==> src/rtl/sweep_pkg.sv <==
// sweep_pkg: state encoding, default widths and averaging constants shared by the
// sweep sequencer and its sample accumulator.
package sweep_pkg;

    localparam int DAC_W_DEF    = 12;
    localparam int ADC_W_DEF    = 12;
    localparam int SETTLE_W_DEF = 16;
    localparam int AVG_COUNT    = 4;
    localparam int AVG_SHIFT    = 2;

    typedef enum logic [2:0] {
        IDLE   = 3'd0,
        LOAD   = 3'd1,
        SETTLE = 3'd2,
        SAMPLE = 3'd3,
        EMIT   = 3'd4,
        STEP   = 3'd5
    } sweep_state_t;

endpackage

==> src/rtl/sweep_accum.sv <==
// sweep_accum: captures ADC conversion results. With SWEEP_AVG_EN defined it sums
// AVG_COUNT conversions and presents their truncated mean; otherwise it holds one sample.
module sweep_accum
    import sweep_pkg::*;
#(
    parameter int ADC_W = ADC_W_DEF
) (
    input  logic             globalclock,
    input  logic             rst,
    input  logic             clear,
    input  logic             add,
    input  logic [ADC_W-1:0] data,
    output logic [ADC_W-1:0] result
);

`ifdef SWEEP_AVG_EN
    logic [ADC_W+AVG_SHIFT-1:0] sum;

    always_ff @(posedge globalclock or negedge rst) begin
        if (!rst) begin
            sum <= '0;
        end else if (clear) begin
            sum <= '0;
        end else if (add) begin
            sum <= sum + (ADC_W+AVG_SHIFT)'(data);
        end
    end

    // Dropping the low bits divides by AVG_COUNT and truncates.
    assign result = sum[ADC_W+AVG_SHIFT-1:AVG_SHIFT];
`else
    logic [ADC_W-1:0] sample_r;

    always_ff @(posedge globalclock or negedge rst) begin
        if (!rst) begin
            sample_r <= '0;
        end else if (clear) begin
            sample_r <= '0;
        end else if (add) begin
            sample_r <= data;
        end
    end

    assign result = sample_r;
`endif

endmodule

==> src/rtl/sweep_sequencer.sv <==
// sweep_sequencer: steps the DAC from cfg_start to cfg_stop, settles, samples the ADC and
// emits {code, sample} pairs. Define SWEEP_AVG_EN to average four conversions per point.
module sweep_sequencer
    import sweep_pkg::*;
#(
    parameter int DAC_W    = DAC_W_DEF,
    parameter int ADC_W    = ADC_W_DEF,
    parameter int SETTLE_W = SETTLE_W_DEF
) (
    input  logic                   globalclock,
    input  logic                   rst,
    input  logic                   start,
    input  logic                   abort,
    input  logic [DAC_W-1:0]       cfg_start,
    input  logic [DAC_W-1:0]       cfg_stop,
    input  logic [DAC_W-1:0]       cfg_step,
    input  logic [SETTLE_W-1:0]    cfg_settle,
    output logic [DAC_W-1:0]       dac_code,
    output logic                   dac_load,
    output logic                   adc_req,
    input  logic                   adc_ack,
    input  logic [ADC_W-1:0]       adc_data,
    output logic                   out_valid,
    input  logic                   out_ready,
    output logic [DAC_W+ADC_W-1:0] out_data,
    output logic                   busy,
    output logic                   done,
    output sweep_state_t           dbg_state
);

    // Handshakes: a transfer happens on a cycle where valid (adc_req / out_valid) and
    // ready (adc_ack / out_ready) are both high; valid and its data hold until then.

    sweep_state_t          state, state_nx;
    logic [DAC_W-1:0]      code;
    logic [DAC_W-1:0]      stop_r;
    logic [DAC_W-1:0]      step_r;
    logic [SETTLE_W-1:0]   settle_r;
    logic [SETTLE_W-1:0]   settle_cnt;
    logic [DAC_W:0]        next_code;
    logic                  last_point;
    logic                  conv_ack;
    logic                  sample_done;
    logic                  acc_clear;
    logic                  acc_add;
    logic [ADC_W-1:0]      sample;

    // One extra bit so a step past all-ones shows up as a carry instead of wrapping.
    assign next_code  = {1'b0, code} + {1'b0, step_r};
    assign last_point = next_code[DAC_W] || (next_code[DAC_W-1:0] > stop_r);

`ifdef SWEEP_AVG_EN
    logic [1:0] avg_cnt;
    logic       req_gap;

    assign adc_req     = (state == SAMPLE) && !req_gap;
    assign conv_ack    = adc_req && adc_ack;
    assign sample_done = conv_ack && (avg_cnt == 2'(AVG_COUNT - 1));

    // req_gap forces one idle cycle on adc_req between the conversions of a point.
    always_ff @(posedge globalclock or negedge rst) begin
        if (!rst) begin
            avg_cnt <= '0;
            req_gap <= 1'b0;
        end else if (state != SAMPLE) begin
            avg_cnt <= '0;
            req_gap <= 1'b0;
        end else if (req_gap) begin
            req_gap <= 1'b0;
        end else if (conv_ack) begin
            avg_cnt <= avg_cnt + 2'd1;
            req_gap <= 1'b1;
        end
    end
`else
    assign adc_req     = (state == SAMPLE);
    assign conv_ack    = adc_req && adc_ack;
    assign sample_done = conv_ack;
`endif

    always_comb begin
        state_nx = state;
        case (state)
            IDLE:    if (start) state_nx = LOAD;
            LOAD:    state_nx = SETTLE;
            SETTLE:  if (settle_cnt == '0) state_nx = SAMPLE;
            SAMPLE:  if (sample_done) state_nx = EMIT;
            EMIT:    if (out_ready) state_nx = STEP;
            STEP:    state_nx = last_point ? IDLE : LOAD;
            default: state_nx = IDLE;
        endcase
        if (abort) state_nx = IDLE;
    end

    always_ff @(posedge globalclock or negedge rst) begin
        if (!rst) begin
            state      <= IDLE;
            code       <= '0;
            stop_r     <= '0;
            step_r     <= '0;
            settle_r   <= '0;
            settle_cnt <= '0;
            done       <= 1'b0;
        end else begin
            state <= state_nx;
            done  <= (state == STEP) && last_point && !abort;
            if (state == IDLE && state_nx == LOAD) begin
                code     <= cfg_start;
                stop_r   <= cfg_stop;
                step_r   <= (cfg_step == '0) ? DAC_W'(1) : cfg_step;
                settle_r <= cfg_settle;
            end else if (state == STEP && state_nx == LOAD) begin
                code <= next_code[DAC_W-1:0];
            end
            if (state == LOAD) begin
                settle_cnt <= settle_r;
            end else if (state == SETTLE && settle_cnt != '0) begin
                settle_cnt <= settle_cnt - SETTLE_W'(1);
            end
        end
    end

    // Each point starts from an empty accumulator; abort also discards partial sums.
    assign acc_clear = abort || (state == LOAD);
    assign acc_add   = conv_ack && !abort;

    sweep_accum #(
        .ADC_W (ADC_W)
    ) u_accum (
        .globalclock (globalclock),
        .rst         (rst),
        .clear       (acc_clear),
        .add         (acc_add),
        .data        (adc_data),
        .result      (sample)
    );

    assign dac_code  = code;
    assign dac_load  = (state == LOAD);
    assign out_valid = (state == EMIT);
    assign out_data  = {code, sample};
    assign busy      = (state != IDLE);
    assign dbg_state = state;

endmodule

==> config.mk <==
export PLATFORM = sky130hd
export DESIGN_NAME = sweep_sequencer
export DESIGN_NICKNAME = d
export VERILOG_FILES = /design/src/rtl/sweep_pkg.sv /design/src/rtl/sweep_accum.sv /design/src/rtl/sweep_sequencer.sv
export SDC_FILE = /design/constraint.sdc
export NUM_CORES = 1
export LEC_CHECK = 0
export BUFFER_PORTS_ARGS = -buffer_cell sky130_fd_sc_hd__buf_2
export CORE_AREA = 2 2 100 102
export CTS_BUF_LIST = sky130_fd_sc_hd__clkbuf_16
export CTS_CLUSTER_SIZE = 10
export DETAILED_ROUTE_END_ITERATION = 12
export DIE_AREA = 0 0 102 104
export PLACE_DENSITY = 0.84
export SLEW_MARGIN = 20
export SYNTH_ARGS = -nofsm -noshare
export SYNTH_HDL_FRONTEND = slang
export SYNTH_SLANG_ARGS = --single-unit
==> constraint.sdc <==
create_clock -name globalclock -period 4.1 [get_ports globalclock]
set_input_delay 0.82 -clock globalclock [delete_from_list [all_inputs] [get_ports globalclock]]
set_output_delay 0.82 -clock globalclock [all_outputs]
set_load 0.02 [all_outputs]
==> impl_metrics.json, run 1 <==
{
  "status": "completed",
  "clock-root-buffer": "sky130_fd_sc_hd__clkbuf_16",
  "worst_pin_slew_ns": 0.7571,
  "die_x_um": 102,
  "seq_total_area_yosys_pct": 45.33,
  "max_clock_freq_mhz": 263.0,
  "avgViaCountPerCell": 5.434,
  "r2r_start": "dac_code[7]$_DFFE_PN0P_",
  "ir_worst_vdd_mv": 0.3285,
  "cts.reportedPaths.clkPinSlew_ns": 0.06,
  "port_buffers": 113,
  "synth.avg_cell_area_um2": 9.057,
  "floorplan.rows": 36,
  "report.power.total_mw": 3.676,
  "p_leak_nw": 2.791,
  "element_type_at_the_critical_path_end": "register",
  "timing.reg2reg.setup_slack_ns": 0.30,
  "cts_buffers": 9,
  "main_combinational_cell_family_by_area_after_synthesis": "simple AND/OR/NAND/NOR gates",
  "drive_gt1_share_pct": 24.35,
  "gpl.final_weighted_congestion": 0.9108,
  "yosys.area_share.xor_xnor_pct": 4.344,
  "setup_viol_count_final": 0,
  "post_synth_fa_ha_maj_area_fraction_pct": 7.178,
  "layout_worst_path_cycle_share_pct": 92.73,
  "cp_cell_instances": "ha_1 -> a21o_1 -> or3_1 -> o2111ai_1 -> nand2_1 -> xnor2_1 -> ha_1 -> nand4_1 -> a21oi_1 -> nor2_1 -> a211o_1 -> a21oi_1 -> buf_4 -> mux2_2",
  "max-clock-path-buffers": 2,
  "critical_path.max_stage_delay_ns": 0.42,
  "cts_tree": "yes",
  "firstDrtPassIters": 5,
  "grt_max_degree": 85,
  "synth_mux_area_share_pct": 2.941,
  "grt_setup_unrepaired": "false",
  "worst_slew_margin_rel_pct": 49.53,
  "finalHoldViolations": 0,
  "hold_path.class": "register to register",
  "synth_nets": 608,
  "count_of_mapped_cells_out_of_synthesis": 512,
  "worst-endpoint-arrival_ns": 4.03,
  "timing.final.crit_period_ns": 3.802,
  "yosys-top-cells-area": "sky130_fd_sc_hd__dfrtp_1 45%, sky130_fd_sc_hd__nand2_1 9.8%, sky130_fd_sc_hd__ha_1 6.7%",
  "finalClockSkew_ns": 0.01007,
  "yosys.area.top_type_share_pct": 45.33,
  "grt_pass1_vias": 3966,
  "grt_pass1_wl_mm": 19.01,
  "wl_per_cell_um": 15.50,
  "finish.net_count": 703,
  "pin_count": 114,
  "synthSimpleGateAreaFrac_pct": 18.78,
  "antenna_cells": 0,
  "cts_hold_repair.buffers": 0,
  "synth_enable_flop_cells": 0,
  "drc_errors": 0,
  "drt-initial-drc-count": 286,
  "initial_util_pct": 48.56,
  "synth_register_bits": 84,
  "timing.critical_path.slowest_stage_cell": "sky130_fd_sc_hd__dfrtp_1",
  "worst-path-max-fanout": 10,
  "synth_compound_area_share_pct": 15.00,
  "clk-insertion-delay-late_ns": 0.34,
  "timing.hold.worst.start": "settle_r[11]$_DFFE_PN0P_",
  "fp.dieH_um": 104,
  "grt_antenna_before_repair": 0,
  "timing_worst_setup_path_type": "register to register",
  "wl_mm": 11.55,
  "syn-cell-area_um2": 4637,
  "worst-endpoint-required_ns": 4.33,
  "worst_setup_sp_type": "register",
  "synth.largest_area_cell": "sky130_fd_sc_hd__dfrtp_1",
  "synth.distinct_cells": 54,
  "final_core_utilization_pct": 58.14,
  "floorplan.die_area_um2": 10610,
  "timing.critical_path.max_delay_family": "compound AO/OA/AOI/OAI gates",
  "core_area_um2": 9549,
  "fin_hold_ws_ns": 0.4757,
  "synth.yosys.warnings": 0,
  "cts.sink_count": 84,
  "timing.critical_path.from": "dac_code[7]$_DFFE_PN0P_",
  "detailedPlacementHpwl_mm": 8.210,
  "synthFlopType": "sky130_fd_sc_hd__dfrtp_1",
  "pwr_density_cell_nw_per_um2": 662.2,
  "drv_cap": 0,
  "final-max-slew-violation-count": 0,
  "ys_async_sr_fraction_pct": 100.0,
  "global_route.usage.total_pct": 22.87,
  "vias": 4048,
  "timing.setup.tns_ns": 0,
  "cts-htree-levels": 3,
  "route.antenna.remaining_nets": 0,
  "path_buf_inv": 1,
  "area_growth_pct": 19.72,
  "overflow": 0
}
per-stage QoR:
stage	worst slack, ns	area [µm²]	cells
2_1_floorplan	0.6022	4637	512
3_3_place_gp	0.5217	5236	729
3_5_place_dp	0.3782	5236	729
4_1_cts	0.3392	5543	745
5_1_grt	0.01974	5552	745
6_report	0.2981	5552	745
synthesized netlist by cell type, drive strengths merged (5+ instances only):
cell,instances
nand2,121
dfrtp,84
o21ai,40
inv,32
ha,25
nor2,22
clkbuf,20
xnor2,19
a21oi,16
buf,14
a22o,12
nor3,12
a211oi,8
mux2i,8
nor4,8
o22ai,8
mux2,5
path summary, 6_finish.rpt:
kind	depth (start not counted)	to
worst min-delay path	2	settle_r[11]$_DFFE_PN0P_
worst min register to register	2	settle_r[11]$_DFFE_PN0P_
max in group asynchronous	1	settle_r[0]$_DFFE_PN0P_
worst max-delay path	14	dac_code[6]$_DFFE_PN0P_
min in group asynchronous	1	stop_r[1]$_DFFE_PN0P_
worst max register to register	14	dac_code[6]$_DFFE_PN0P_
cell type report:
| cell class | instances | area, µm² |
|---|---|---|
| Clock buffer | 9 | 225.2 |
| Timing Repair Buffer | 118 | 609.3 |
| Inverter | 32 | 120.1 |
| Multi-Input combinational cell | 362 | 2247 |
| Tap cell | 133 | 166.4 |
| Fill cell | 875 | 3998 |
| Clock inverter | 7 | 81.33 |
| Sequential cell | 84 | 2102 |
worst min-delay path: stages (launching register included):
cell and delay [ns]:
sky130_fd_sc_hd__dfrtp_1 0.34, sky130_fd_sc_hd__nand2_1 0.05, sky130_fd_sc_hd__nand2_1 0.05
layout by cell type (no fill, tap or decap), drive strengths merged, types with 9 or more instances in the layout:
cell type / n
a22o: 12
ha: 25
nand2: 121
a21oi: 16
o21ai: 40
buf: 118
nor2: 22
xnor2: 19
dfrtp: 84
nor3: 12
inv: 35
clkbuf: 9
what timing repair did:
action                                  in CTS  in global routing
setup buffers                                0                  0
endpoints found under the setup margin       0                  2
resized for setup                            0                  1
kinds of logic after synthesis:
kind of cell / after synthesis
muxes: 13
DFF: 84
xor gates and xnor gates: 23
AOI/OAI and AO/OA: 107
adders and majority gates: 26
buffers and inverters: 66
and+or+nand+nor: 193
registers in the layout, summed over array words and instances, names as in the netlist:
signal / flops
settle_cnt: 16
settle_r: 16
dac_code: 12
step_r: 12
stop_r: 12
u_accum.result: 12
dbg_state: 3
done: 1
report_power, final:
part	total [mW]	switching, mW	internal [mW]
sequential	1.21	0.173	1.03
combinational	1.64	0.976	0.663
clock	0.830	0.350	0.480
total	3.68	1.50	2.18
metal layers:
layer	track usage [%]	up-vias	part of all wire, %
li1	-	1931	-
met1	30.26	1942	43
met2	35.24	145	47
met3	5.242	30	6.4
met4	10.95	0	3.3
met5	0	-	0
Note: power is estimated with default switching activity, not from simulation.
==> run 2: changes to the inputs <==
--- a/config.mk
+++ b/config.mk
@@ -6,12 +6,14 @@
 export NUM_CORES = 1
 export LEC_CHECK = 0
 export BUFFER_PORTS_ARGS = -buffer_cell sky130_fd_sc_hd__buf_2
-export CORE_AREA = 2 2 100 102
+export CELL_PAD_IN_SITES_DETAIL_PLACEMENT = 1
+export CELL_PAD_IN_SITES_GLOBAL_PLACEMENT = 2
+export CORE_AREA = 2 2 124 126
 export CTS_BUF_LIST = sky130_fd_sc_hd__clkbuf_16
 export CTS_CLUSTER_SIZE = 10
 export DETAILED_ROUTE_END_ITERATION = 12
-export DIE_AREA = 0 0 102 104
-export PLACE_DENSITY = 0.84
+export DIE_AREA = 0 0 126 128
+export PLACE_DENSITY = 0.89
 export SLEW_MARGIN = 20
 export SYNTH_ARGS = -nofsm -noshare
 export SYNTH_HDL_FRONTEND = slang
==> impl_metrics.json, run 2 (synthesis results as in run 1) <==
{
  "clock-root-buffer": "sky130_fd_sc_hd__clkbuf_16",
  "wl_mm": 13.04,
  "grt_pass1_vias": 4273,
  "firstDrtPassIters": 4,
  "core_area_um2": 14860,
  "timing.critical_path.from": "dac_code[1]$_DFFE_PN0P_",
  "worst_pin_slew_ns": 0.8052,
  "max-clock-path-buffers": 2,
  "detailedPlacementHpwl_mm": 9.922,
  "cts-htree-levels": 3,
  "worst-endpoint-required_ns": 4.33,
  "initial_util_pct": 31.20,
  "timing.setup.tns_ns": 0,
  "area_growth_pct": 22.32,
  "floorplan.die_area_um2": 16130,
  "global_route.usage.total_pct": 16.82,
  "status": "completed",
  "port_buffers": 113,
  "gpl.final_weighted_congestion": 0.7925,
  "cts_tree": "yes",
  "layout_worst_path_cycle_share_pct": 93.52,
  "overflow": 0,
  "worst_setup_sp_type": "register",
  "avgViaCountPerCell": 4.963,
  "min_path_cells": 2,
  "r2r_start": "dac_code[1]$_DFFE_PN0P_",
  "final-max-slew-violation-count": 0,
  "wl_per_cell_um": 16.26,
  "report.power.total_mw": 3.732,
  "route.antenna.remaining_nets": 0,
  "timing.final.crit_period_ns": 3.834,
  "timing_worst_setup_path_type": "register to register",
  "clk-insertion-delay-late_ns": 0.35,
  "dp_worst_setup_slack_ns": 0.1827,
  "rr_worst_depth": 14,
  "grt_antenna_before_repair": 0,
  "floorplan.rows": 45,
  "grt_max_degree": 85,
  "placed_area_um2": 5334,
  "fp.dieH_um": 128,
  "finish.instance_area_um2": 5672,
  "worst-endpoint-arrival_ns": 4.07,
  "cp-endpoint": "dac_code[0]$_DFFE_PN0P_",
  "setup_viol_count_final": 0,
  "cts_hold_repair.buffers": 0,
  "finalClockSkew_ns": 0.006865,
  "final_critical_path_setup_slack_ns": 0.2656,
  "pin_count": 114,
  "grt_setup_unrepaired": "false",
  "timing.reg2reg.setup_slack_ns": 0.27,
  "grt_pass1_wl_mm": 21.42,
  "cts.reportedPaths.clkPinSlew_ns": 0.06,
  "layout_common_cells": "121 x sky130_fd_sc_hd__nand2_1, 112 x sky130_fd_sc_hd__buf_2, 84 x sky130_fd_sc_hd__dfrtp_1, 35 x sky130_fd_sc_hd__o21ai_0, 32 x sky130_fd_sc_hd__inv_1",
  "fin_hold_ws_ns": 0.4778,
  "hold_path.class": "register to register",
  "die_x_um": 126,
  "cts.repair_timing.setup_buffer_count": 0,
  "finish.net_count": 705,
  "cts_buffers": 9,
  "drv_cap": 0,
  "max_clock_freq_mhz": 260.8,
  "vias": 3980,
  "cts.sink_count": 84,
  "worst_slew_margin_rel_pct": 46.32,
  "drc_errors": 0,
  "finalHoldViolations": 0,
  "worst-path-max-fanout": 10,
  "pwr_density_cell_nw_per_um2": 658.0,
  "antenna_cells": 0,
  "ir_worst_vdd_mv": 0.2536,
  "worst_r2r_endpoint": "dac_code[0]$_DFFE_PN0P_",
  "drt-initial-drc-count": 138,
  "p_leak_nw": 2.820,
  "drive_gt1_share_pct": 25.24,
  "element_type_at_the_critical_path_end": "register",
  "largest_registers": "settle_cnt x16, settle_r x16",
  "final_common_cell": "sky130_fd_sc_hd__nand2_1"
}
## run 2: cell count changes in the layout (fill, tap and decap cells not counted), sizes merged
cell      previous run  this run
inv                 35        32
bufinv               1         2
clkinvlp             3         1
clkinv               0         4
buf                118       120
## run 2: cell type report
| class | count | area, µm² |
|---|---|---|
| sequential | 84 | 2102 |
| timing repair buffer | 120 | 636.9 |
| inverter | 32 | 120.1 |
| clock inverter | 7 | 91.34 |
| fill | 1801 | 9193 |
| clock buffer | 9 | 225.2 |
| tap | 188 | 235.2 |
| multi-input combinational | 362 | 2261 |
## run 2: power by group
part           switching [mW]  internal, mW
logic                   0.980         0.666
registers               0.184          1.03
clock network           0.336         0.531
## run 2: how the worst min path moves through the flow
| stage | start | end | slack [ns] |
|---|---|---|---|
| floorplan | settle_r[2]$_DFFE_PN0P_ | settle_r[2]$_DFFE_PN0P_ | 0.44 |
| finish | settle_r[14]$_DFFE_PN0P_ | settle_r[14]$_DFFE_PN0P_ | 0.48 |
| global placement | settle_r[14]$_DFFE_PN0P_ | settle_r[14]$_DFFE_PN0P_ | 0.46 |
| global route | settle_r[8]$_DFFE_PN0P_ | settle_cnt[8]$_DFFE_PN0P_ | 0.52 |
| CTS | settle_r[14]$_DFFE_PN0P_ | settle_r[14]$_DFFE_PN0P_ | 0.48 |
| detailed placement | settle_r[14]$_DFFE_PN0P_ | settle_r[14]$_DFFE_PN0P_ | 0.46 |
## run 2: what timing repair did
action / CTS / global route
resized for setup: 0 / 4
hold endpoints to repair: 0 / 0
setup endpoints to repair: 0 / 7
## run 2: stage by stage
step,util (%),instances
after floorplan,-,512
after global placement,35.88,786
after detailed placement,35.88,786
after CTS,38.01,802
after global routing,38.16,802
final,38.16,802
## run 2: worst max-delay path, stage by stage (launching register included)
cell,delay [ns]
sky130_fd_sc_hd__dfrtp_1,0.44
sky130_fd_sc_hd__ha_1,0.36
sky130_fd_sc_hd__a211oi_2,0.33
sky130_fd_sc_hd__o21ai_0,0.19
sky130_fd_sc_hd__a221oi_1,0.29
sky130_fd_sc_hd__o21bai_1,0.12
sky130_fd_sc_hd__xor2_1,0.17
sky130_fd_sc_hd__ha_1,0.33
sky130_fd_sc_hd__nand4_1,0.16
sky130_fd_sc_hd__a21oi_1,0.19
sky130_fd_sc_hd__nor2_1,0.06
sky130_fd_sc_hd__a211o_1,0.36
sky130_fd_sc_hd__a21oi_2,0.22
sky130_fd_sc_hd__buf_12,0.17
sky130_fd_sc_hd__mux2_2,0.33
## run 2: metal layers
metal	global-route usage, %	part of all wire (%)	vias to the layer above
met2	27.86	48	86
met1	21.35	45	1938
met5	0	0	-
met3	3.506	4.2	18
li1	-	-	1938
met4	7.304	2.2	0
==> run 3: changes to the inputs <==
--- a/config.mk
+++ b/config.mk
@@ -8,12 +8,13 @@
 export BUFFER_PORTS_ARGS = -buffer_cell sky130_fd_sc_hd__buf_2
 export CELL_PAD_IN_SITES_DETAIL_PLACEMENT = 1
 export CELL_PAD_IN_SITES_GLOBAL_PLACEMENT = 2
-export CORE_AREA = 2 2 124 126
+export CORE_AREA = 2 2 120 122
 export CTS_BUF_LIST = sky130_fd_sc_hd__clkbuf_16
 export CTS_CLUSTER_SIZE = 10
 export DETAILED_ROUTE_END_ITERATION = 12
-export DIE_AREA = 0 0 126 128
-export PLACE_DENSITY = 0.89
+export DIE_AREA = 0 0 122 124
+export PLACE_DENSITY = 0.94
+export REMOVE_ABC_BUFFERS = 1
 export SLEW_MARGIN = 20
 export SYNTH_ARGS = -nofsm -noshare
 export SYNTH_HDL_FRONTEND = slang
==> constraint.sdc (replaced) <==
create_clock -name globalclock -period 4.58 [get_ports globalclock]
set_input_delay 0.916 -clock globalclock [delete_from_list [all_inputs] [get_ports globalclock]]
set_output_delay 0.916 -clock globalclock [all_outputs]
set_load 0.02 [all_outputs]
==> impl_metrics.json, run 3 (synthesis results as in run 1) <==
{
  "final_critical_path_setup_slack_ns": 0.6768,
  "die_x_um": 122,
  "p_leak_nw": 2.807,
  "timing_worst_setup_path_type": "register to register",
  "fp.dieH_um": 124,
  "layout_common_cells": "121 x sky130_fd_sc_hd__nand2_1, 112 x sky130_fd_sc_hd__buf_2, 84 x sky130_fd_sc_hd__dfrtp_1, 35 x sky130_fd_sc_hd__o21ai_0, 34 x sky130_fd_sc_hd__inv_1",
  "timing.setup.tns_ns": 0,
  "max-clock-path-buffers": 2,
  "max_clock_freq_mhz": 256.2,
  "cts-htree-levels": 3,
  "timing.critical_path.slowest_stage_cell": "sky130_fd_sc_hd__fa_1",
  "largest_registers": "settle_cnt x16, settle_r x16",
  "port_buffers": 113,
  "gpl.final_weighted_congestion": 0.8716,
  "vias": 4003,
  "cp_cell_instances": "ha_1 -> inv_1 -> fa_1 -> nor2b_1 -> o31a_1 -> o2111ai_1 -> nand2_1 -> xnor2_1 -> ha_1 -> nand4_1 -> nor2_1 -> nor3_1 -> a211o_1 -> a21oi_1 -> buf_4 -> mux2_2",
  "finish.net_count": 704,
  "cts_hold_repair.buffers": 0,
  "wl_mm": 13.00,
  "setup_viol_count_final": 0,
  "drive_gt1_share_pct": 23.98,
  "pwr_density_cell_nw_per_um2": 586.5,
  "route.antenna.remaining_nets": 0,
  "critical_path.max_stage_delay_ns": 0.41,
  "drc_errors": 0,
  "grt_max_degree": 85,
  "worst_slew_margin_rel_pct": 35.61,
  "final_common_cell": "sky130_fd_sc_hd__nand2_1",
  "hold_path.class": "register to register",
  "post-place-cells": 777,
  "drv_cap": 0,
  "clk-insertion-delay-late_ns": 0.34,
  "cts_tree": "yes",
  "report.power.total_mw": 3.285,
  "finalHoldViolations": 0,
  "timing.critical_path.max_delay_family": "adder cells",
  "path_buf_inv": 2,
  "element_type_at_the_critical_path_end": "register",
  "grt_pass1_vias": 4254,
  "placed_area_um2": 5303,
  "worst-endpoint-arrival_ns": 4.13,
  "floorplan.rows": 43,
  "final-max-slew-violation-count": 0,
  "post_cts_resize_count": 0,
  "cts.repair_timing.setup_buffer_count": 0,
  "cts_buffers": 9,
  "drt-initial-drc-count": 159,
  "cts.reportedPaths.clkPinSlew_ns": 0.06,
  "grt_pass1_wl_mm": 21.80,
  "floorplan.die_area_um2": 15130,
  "pin_count": 114,
  "worst-path-max-fanout": 10,
  "finalNonFillerCells": 793,
  "detailedPlacementHpwl_mm": 9.758,
  "finalClockSkew_ns": 0.007947,
  "worst_pin_slew_ns": 0.9659,
  "wl_per_cell_um": 16.39,
  "worst-endpoint-required_ns": 4.80,
  "layout_worst_path_cycle_share_pct": 85.22,
  "finish.instance_area_um2": 5600,
  "cts.sink_count": 84,
  "grt_setup_unrepaired": "false",
  "avgViaCountPerCell": 5.048,
  "initial_util_pct": 33.80,
  "ir_worst_vdd_mv": 0.2075,
  "critical_path.most_common_cell": "sky130_fd_sc_hd__ha_1",
  "worst_setup_sp_type": "register",
  "firstDrtPassIters": 4,
  "core_area_um2": 13720,
  "global_route.usage.total_pct": 18.33,
  "dp_worst_setup_slack_ns": 0.7604,
  "grt_antenna_before_repair": 0,
  "antenna_cells": 0,
  "status": "completed",
  "area_growth_pct": 20.78,
  "timing.final.crit_period_ns": 3.903,
  "clock-root-buffer": "sky130_fd_sc_hd__clkbuf_16",
  "overflow": 0
}
## run 3: cell count changes in the layout (fill, tap and decap cells not counted), sizes merged
cell      change
buf           -1
bufinv        -1
clkinv        -1
clkinvlp      -1
inv           +3
## run 3: layer usage
metal / global-route usage [%] / share of wire, % / vias to the layer above
li1: - / - / 1937
met1: 23.88 / 46 / 1958
met2: 30.45 / 47 / 89
met3: 3.984 / 4.1 / 19
met4: 5.891 / 2.1 / 0
met5: 0 / 0 / -
## run 3: worst paths after layout
check                                          end  slack [ns]  cells after the start                     from
max                        dac_code[0]$_DFFE_PN0P_        0.68                     16  dac_code[0]$_DFFE_PN0P_
min                        settle_r[9]$_DFFE_PN0P_        0.48                      2  settle_r[9]$_DFFE_PN0P_
max reg2reg                dac_code[0]$_DFFE_PN0P_        0.68                     16  dac_code[0]$_DFFE_PN0P_
min reg2reg                settle_r[9]$_DFFE_PN0P_        0.48                      2  settle_r[9]$_DFFE_PN0P_
max in group asynchronous    stop_r[5]$_DFFE_PN0P_        3.38                      1                      rst
min in group asynchronous  dac_code[2]$_DFFE_PN0P_        0.62                      1                      rst
## run 3: stage by stage
stage / hold slack [ns] / utilization [%]
after detailed placement: 0.4666 / 38.65
after floorplan: 0.4401 / -
after global placement: 0.4663 / 38.65
after global routing: 0.5055 / 40.82
after CTS: 0.4837 / 40.79
final: 0.4825 / 40.82
## run 3: final cells by class
cell class	instances	area [µm²]
Clock buffer	9	225.2
Clock inverter	7	68.82
Fill cell	1623	8119
Inverter	32	120.1
Multi-Input combinational cell	362	2242
Sequential cell	84	2102
Tap cell	180	225.2
Timing Repair Buffer	119	616.8
## run 3: power breakdown
group / total (mW) / switching (mW) / internal, mW
combinational: 1.47 / 0.879 / 0.590
clock: 0.725 / 0.303 / 0.421
sequential: 1.09 / 0.164 / 0.926
## run 3: tightest hold or removal path: cells and delay by family, from the launching register on
family	cells	cell delay, ns
AND/OR/NAND/NOR	2	0.11
flip-flops	1	0.34
